File: src/rtl/checker_delay_pipe.sv
// Fixed-depth shift register carrying (valid, pattern index, golden value) so each
// compare lines up with the CPU read latency.
module checker_delay_pipe #(
    parameter int DEPTH  = 1,
    parameter int IDX_W  = 6,
    parameter int DATA_W = 8
) (
    input  logic              clk_i,
    input  logic              reset,
    input  logic              valid_i,
    input  logic [IDX_W-1:0]  idx_i,
    input  logic [DATA_W-1:0] gld_i,
    output logic              valid_o,
    output logic [IDX_W-1:0]  idx_o,
    output logic [DATA_W-1:0] gld_o
);

    localparam int STAGE_W = 1 + IDX_W + DATA_W;

    logic [DEPTH*STAGE_W-1:0] pipe_q;

    // New stage enters at the bottom; the oldest stage falls off the top.
    always_ff @(posedge clk_i or negedge reset) begin
        if (!reset) begin
            pipe_q <= '0;
        end else begin
            pipe_q <= (DEPTH*STAGE_W)'({pipe_q, valid_i, idx_i, gld_i});
        end
    end

    assign {valid_o, idx_o, gld_o} = pipe_q[DEPTH*STAGE_W-1 -: STAGE_W];

endmodule

File: config.mk
export PLATFORM = sky130hd
export DESIGN_NAME = checker_delay_pipe
export DESIGN_NICKNAME = d
export VERILOG_FILES = /design/src/rtl/checker_delay_pipe.sv
export SDC_FILE = /design/constraint.sdc
export NUM_CORES = 1
export LEC_CHECK = 0
export CAP_MARGIN = 20
export CORE_MARGIN = 3
export CORE_UTILIZATION = 25
export DETAILED_ROUTE_END_ITERATION = 10
export PLACE_DENSITY = 0.66
export SKIP_CTS_REPAIR_TIMING = 1
export SYNTH_ARGS = -nofsm -noshare
export SYNTH_HDL_FRONTEND = slang
export SYNTH_SLANG_ARGS = --single-unit
File: constraint.sdc
create_clock -name clk_i -period 0.8 [get_ports clk_i]
set_input_delay 0.16 -clock clk_i [delete_from_list [all_inputs] [get_ports clk_i]]
set_output_delay 0.16 -clock clk_i [all_outputs]
set_load 0.01 [all_outputs]
Yosys cells after proc, flatten, opt, wreduce, memory -nomap -nowiden
Cells that the tools add are included. W data, S select, Z words.

Flip-flop bits (word level): 15. Input bits: 17. Output and inout bits: 15. Word-level logic and storage cells: 1.

Logic depth before layout (Yosys ltp)
Gate-level depths: netlist of run 1.

Word-level depth: 0. Mapped depth: 0. Gate-level depth less buffers: 0.

Worst setup path before layout of run 1
OpenSTA, ideal clock, no wires.

Path type: register -> output. From: register pipe_q[0]. To: output gld_o[0]. Arrival: 0.376 ns. Setup slack: 0.264 ns. Cell stages (with the launch flop): 1. Cell sequence: dfrtp_1.

RTL lines: from (decl) (line 20) `logic [DEPTH*STAGE_W-1:0] pipe_q;`; from (signal assigned) (line 27) `pipe_q <= (DEPTH*STAGE_W)'({pipe_q, valid_i, idx_i, gld_i});`; to (decl) (line 15) `output logic [DATA_W-1:0] gld_o`.

No word-level cell between the ends.

Worst setup path in the final report of run 1
From: register pipe_q[13]. To: output idx_o[5].

RTL lines: to (decl) (line 14) `output logic [IDX_W-1:0] idx_o,`.

No word-level cell between the ends.

==> results of run 1 <==
## cell families after synthesis
group,after synthesis
DFF,15
## per-layer routing
layer | routed length [um] | track usage [%] | vias up
met2 | 453 | 16.0 | 17
met1 | 317 | 8.74 | 122
met3 | 88 | 3.98 | 0
met5 | 0 | 0 | -
met4 | 0 | 3.61 | 0
li1 | - | - | 118
## synthesized netlist by cell type (all sizes together)
cell,number
dfrtp,15
## worst min-delay path by stage
stage,start,to,cells after the start
2_1_floorplan,reset,pipe_q[0]$_DFF_PN0_,0
3_3_place_gp,reset,pipe_q[2]$_DFF_PN0_,2
3_5_place_dp,reset,pipe_q[2]$_DFF_PN0_,2
4_1_cts,reset,pipe_q[9]$_DFF_PN0_,2
5_1_grt,reset,pipe_q[9]$_DFF_PN0_,2
6_report,reset,pipe_q[9]$_DFF_PN0_,2
## area by class of cell
| class | count | area [um2] | share of cell area, % |
|---|---|---|---|
| flip-flops and latches | 15 | 375 | 55.9 |
| well taps | 15 | 18.8 | 2.79 |
| clock inverters | 1 | 5.00 | 0.745 |
| clock buffers | 3 | 22.5 | 3.35 |
| repair buffers | 33 | 250 | 37.2 |
## power by group through the flow
| stage | Combinational (mW) | Clock, mW | Sequential (mW) |
|---|---|---|---|
| floorplan | 0 | 0 | 0.843 |
| global placement | 0.196 | 0 | 0.819 |
| detailed placement | 0.199 | 0 | 0.821 |
| CTS | 0.200 | 0.436 | 0.806 |
| global route | 0.170 | 0.458 | 0.808 |
| finish | 0.158 | 0.422 | 0.805 |
## through the flow
| step | util (%) | setup TNS, ps | hold slack [ps] | cell area (um2) | power, mW |
|---|---|---|---|---|---|
| 6_report | 49.8 | -1950 | 174 | 672 | 1.38 |
| 5_1_grt | 49.8 | -2420 | 196 | 672 | 1.44 |
| 4_1_cts | 55.3 | -7690 | 178 | 747 | 1.44 |
| 3_5_place_dp | 53.3 | -2930 | 481 | 719 | 1.02 |
| 3_3_place_gp | 53.3 | -2840 | 479 | 719 | 1.02 |
| 2_1_floorplan | - | 0 | -136 | 375 | 0.843 |
==> results.tsv, run 1 <==
metric	value	unit
via_count	257	
htreeDepth	1	
synth_adder_area_share	0	%
synth_compound_area_share	0	%
p_switching	305	uW
die_w	44.8	um
yosys_warnings	0	
drive_gt1_share	40.4	%
synth_mux_area_share	0	%
placed_cells	63	
synth.area.top_cells	dfrtp_1	
routabilityCongestion	0.697	
antenna_cells	0	
post_drt_wl_per_cell	12.8	um
cpMaxStageDelayCell	dfrtp_1	
pwr-share-clk	30.5	%
p_seq_share	58.1	%
num_rows	13	
cp-start-kind	register	
synth.avg_cell_area	25.0	um2
routed_wl	859	um
crit_path_end_kind	output pin	
critical_path_class	reg -> out	
final_cell_mix	clkdlybuf4s50_1, dfrtp_1, clkbuf_2	
max_cap_viol_count	0	
p_int	1.08	mW
final_common_cell	clkdlybuf4s50_1	
min_period_over_period	118	%
peakVddDrop	0.793	mV
fmax	1060	MHz
drt_iter0_drc	0	
relSlewSlack	93.1	%
path_buf_inv	1	
crit_family	flip-flops	
worst_path_largest_cell_delay	370	ps
cts_tree	built	
antenna_found_initial	0	
min_path_type	in -> async	
crit_path_start	pipe_q[13]$_DFF_PN0_	
maxSlewViolCount	0	
path_max_fanout	1	
crit_cells	1	
top_register	pipe_q	
ys_seq_area_share	100	%
synth-xor-area-share	0	%
core	1350	um2
drtPass1Iterations	1	
comb.multi_input.count	0	
cts-root-buf	clkbuf_4	
grt_max_degree	10	
reg.largest.list	pipe_q x15	
violations	setup timing	
avgViaCountPerCell	3.84	
portBuffers	31	
grt_pass1_wl	1.23	mm
postLayoutSetupSlackWorst	-140	ps
hold_viol_final	0	
final_nets	70	
worst-endpoint-required	640	ps
die_area	2000	um2
p_comb_share	11.4	%
clk_pin_slew_worst_paths	90	ps
grt_usage	8.91	%
rsz0062_at_grt	yes	
min_period	940	ps
overflow	0	
numCtsBuffers	3	
final_cells	67	
grt_pass1_vias	286	
yosys.area.top_type_share	100	%
clock_path_buffers	2	
start_util	27.8	%
cp_cell_sequence	clkbuf_2	
finalSetupViolCount	15	
swShare	22.0	%
synthCells	15	
worst_slew_pin_slew	104	ps
synth_seq_cells	15	
clock-sinks	15	
status	complete, but fails checks	
place_ws	-210	ps
ioPinCount	32	
synth_area	375	um2
synth.net_count	32	
n_fill_cell	124	
p_leak	0.327	nW
critPathArrivalTime	780	ps
cp-endpoint	idx_o[5]	
drc	0	
ys_types	1	
syn2layout_area_growth	79.0	%
synth.largest_area_cell	dfrtp_1	
largest_reg_flops	15	
die_h	44.8	um
cellPowerDensity	2060	nW/um2
multi_input_area	0	um2
synth_simple_gate_area_share	0	%
drtAntennaViolNets	0	
Power figures use the tool's default switching activity.
==> run 2, diff against run 1 <==
CORE_MARGIN = 2   (was 3)
==> run 2 against run 1 <==
Net effect:
- the flow still finishes with violations (setup timing)
- sequential power about the same
- global-route usage up 1.8 points
- critical path depth unchanged
- sequential share of layout area unchanged
- via count up 3.9%
- first-iteration DRC count up 2
- count of clock-buffer cells in the layout unchanged
- utilization unchanged
- worst setup slack worse by 0.63 ps
- sequential cell count unchanged
- largest cell class unchanged
- highest routed layer is now met4
==> results.tsv, run 2 (synthesis gave the netlist of run 1 again) <==
metric	value	unit	change
hpwl	683	um	
overflow	0		unchanged
crit_path_end_kind	output pin		unchanged
routabilityCongestion	0.697		about the same
grt_max_degree	10		unchanged
postLayoutSetupSlackWorst	-141	ps	was -140 ps
reg.largest.list	pipe_q x15		unchanged
path_buf_inv	1		unchanged
cts_tree	built		unchanged
num_rows	13		unchanged
largest_reg_flops	15		unchanged
comb.multi_input.count	0		unchanged
multi_input_area	0	um2	unchanged
relSlewSlack	92.9	%	was 93.1%
portBuffers	31		unchanged
max_cap_viol_count	0		unchanged
clock_path_buffers	2		unchanged
die_w	42.8	um	was 44.8 um
cp_cell_sequence	clkbuf_2		unchanged
drc	0		unchanged
cts-root-buf	clkbuf_4		unchanged
worst_path_largest_cell_delay	380	ps	was 370 ps
violations	setup timing		unchanged
grt_pass1_wl	1.32	mm	was 1.23 mm
antenna_found_initial	0		unchanged
tns	-1810	ps	was -1950 ps
ioPinCount	32		unchanged
die_h	42.8	um	was 44.8 um
cp-start-kind	register		unchanged
grt_usage	10.7	%	was 8.91%
path_max_fanout	1		unchanged
final_cell_mix	clkdlybuf4s50_1, clkbuf_2, dfrtp_1		was clkdlybuf4s50_1, dfrtp_1, clkbuf_2
critical_path_class	reg -> out		unchanged
routed_wl	842	um	was 859 um
cellPowerDensity	2030	nW/um2	was 2060 nW/um2
drtPass1Iterations	2		was 1
final_common_cell	clkdlybuf4s50_1		unchanged
hold_viol_final	0		unchanged
maxSlewViolCount	0		unchanged
finalSetupViolCount	15		unchanged
start_util	27.8	%	unchanged
post_drt_wl_per_cell	12.6	um	was 12.8 um
via_count	267		was 257
status	complete, but fails checks		unchanged
antenna_cells	0		unchanged
worst_slew_pin_slew	106	ps	was 104 ps
p_leak	0.327	nW	about the same
n_fill_cell	123		was 124
peakVddDrop	1.03	mV	was 0.793 mV
critPathArrivalTime	780	ps	about the same
core	1350	um2	unchanged
worst-endpoint-required	640	ps	about the same
fin_util	49.8	%	unchanged
clk_pin_slew_worst_paths	90	ps	about the same
avgViaCountPerCell	3.99		was 3.84
fin_area	672	um2	unchanged
cpMaxStageDelayCell	dfrtp_1		unchanged
drive_gt1_share	40.4	%	unchanged
drt_iter0_drc	2		was 0
htreeDepth	1		unchanged
min_period	941	ps	was 940 ps
grt_pass1_vias	287		was 286
clock-sinks	15		unchanged
die_area	1830	um2	was 2000 um2
rsz0062_at_grt	yes		unchanged
top_register	pipe_q		unchanged
power	1.36	mW	was 1.38 mW
fmax	1060	MHz	about the same
final_nets	70		unchanged
numCtsBuffers	3		unchanged
syn2layout_area_growth	79.0	%	unchanged
min_path_type	in -> async		unchanged
dpl_cell_area	719	um2	unchanged
holdWs	181	ps	was 174 ps
crit_family	flip-flops		unchanged
min_period_over_period	118	%	about the same
drtAntennaViolNets	0		unchanged
## run 2: cell types whose count changed in the layout (fill, tap and decap cells not counted)
cell	before	now
buf_2	2	0
clkbuf_2	13	15
## run 2: path summary, 6_finish.rpt
| kind | slack [ps] | start | end | cells after the start |
|---|---|---|---|---|
| worst min-delay path | 180 | reset | pipe_q[12]$_DFF_PN0_ | 2 |
| worst max-delay path | -140 | pipe_q[0]$_DFF_PN0_ | gld_o[0] | 1 |
| max in group asynchronous | 480 | reset | pipe_q[4]$_DFF_PN0_ | 2 |
| min in group clk_i | 320 | idx_i[1] | pipe_q[9]$_DFF_PN0_ | 1 |
## run 2: report_power, final
group	internal [mW]	leakage (nW)	switching (mW)
logic	0.0991	0.135	0.0587
registers	0.795	0.175	0.0102
clock network	0.185	0.0177	0.212
## run 2: area by class of cell
type | instances | area [um2] | share of cell area (%)
timing repair buffer | 33 | 250 | 37.2
tap | 15 | 18.8 | 2.79
clock inverter | 1 | 5.00 | 0.745
clock buffer | 3 | 22.5 | 3.35
sequential | 15 | 375 | 55.9
## run 2: per-stage QoR
stage	worst slack, ps	cells
final	-141	67
after global routing	-202	67
after CTS	-529	67
after detailed placement	-208	63
after global placement	-195	63
after floorplan	264	15
## run 2: metal layers
| layer | global-route usage, % | up-vias | share of wire, % |
|---|---|---|---|
| met2 | 16.4 | 19 | 48 |
| li1 | - | 119 | - |
| met4 | 11.3 | 0 | 2.3 |
| met5 | 0 | - | 0 |
| met3 | 2.98 | 2 | 8.4 |
| met1 | 11.2 | 127 | 41 |
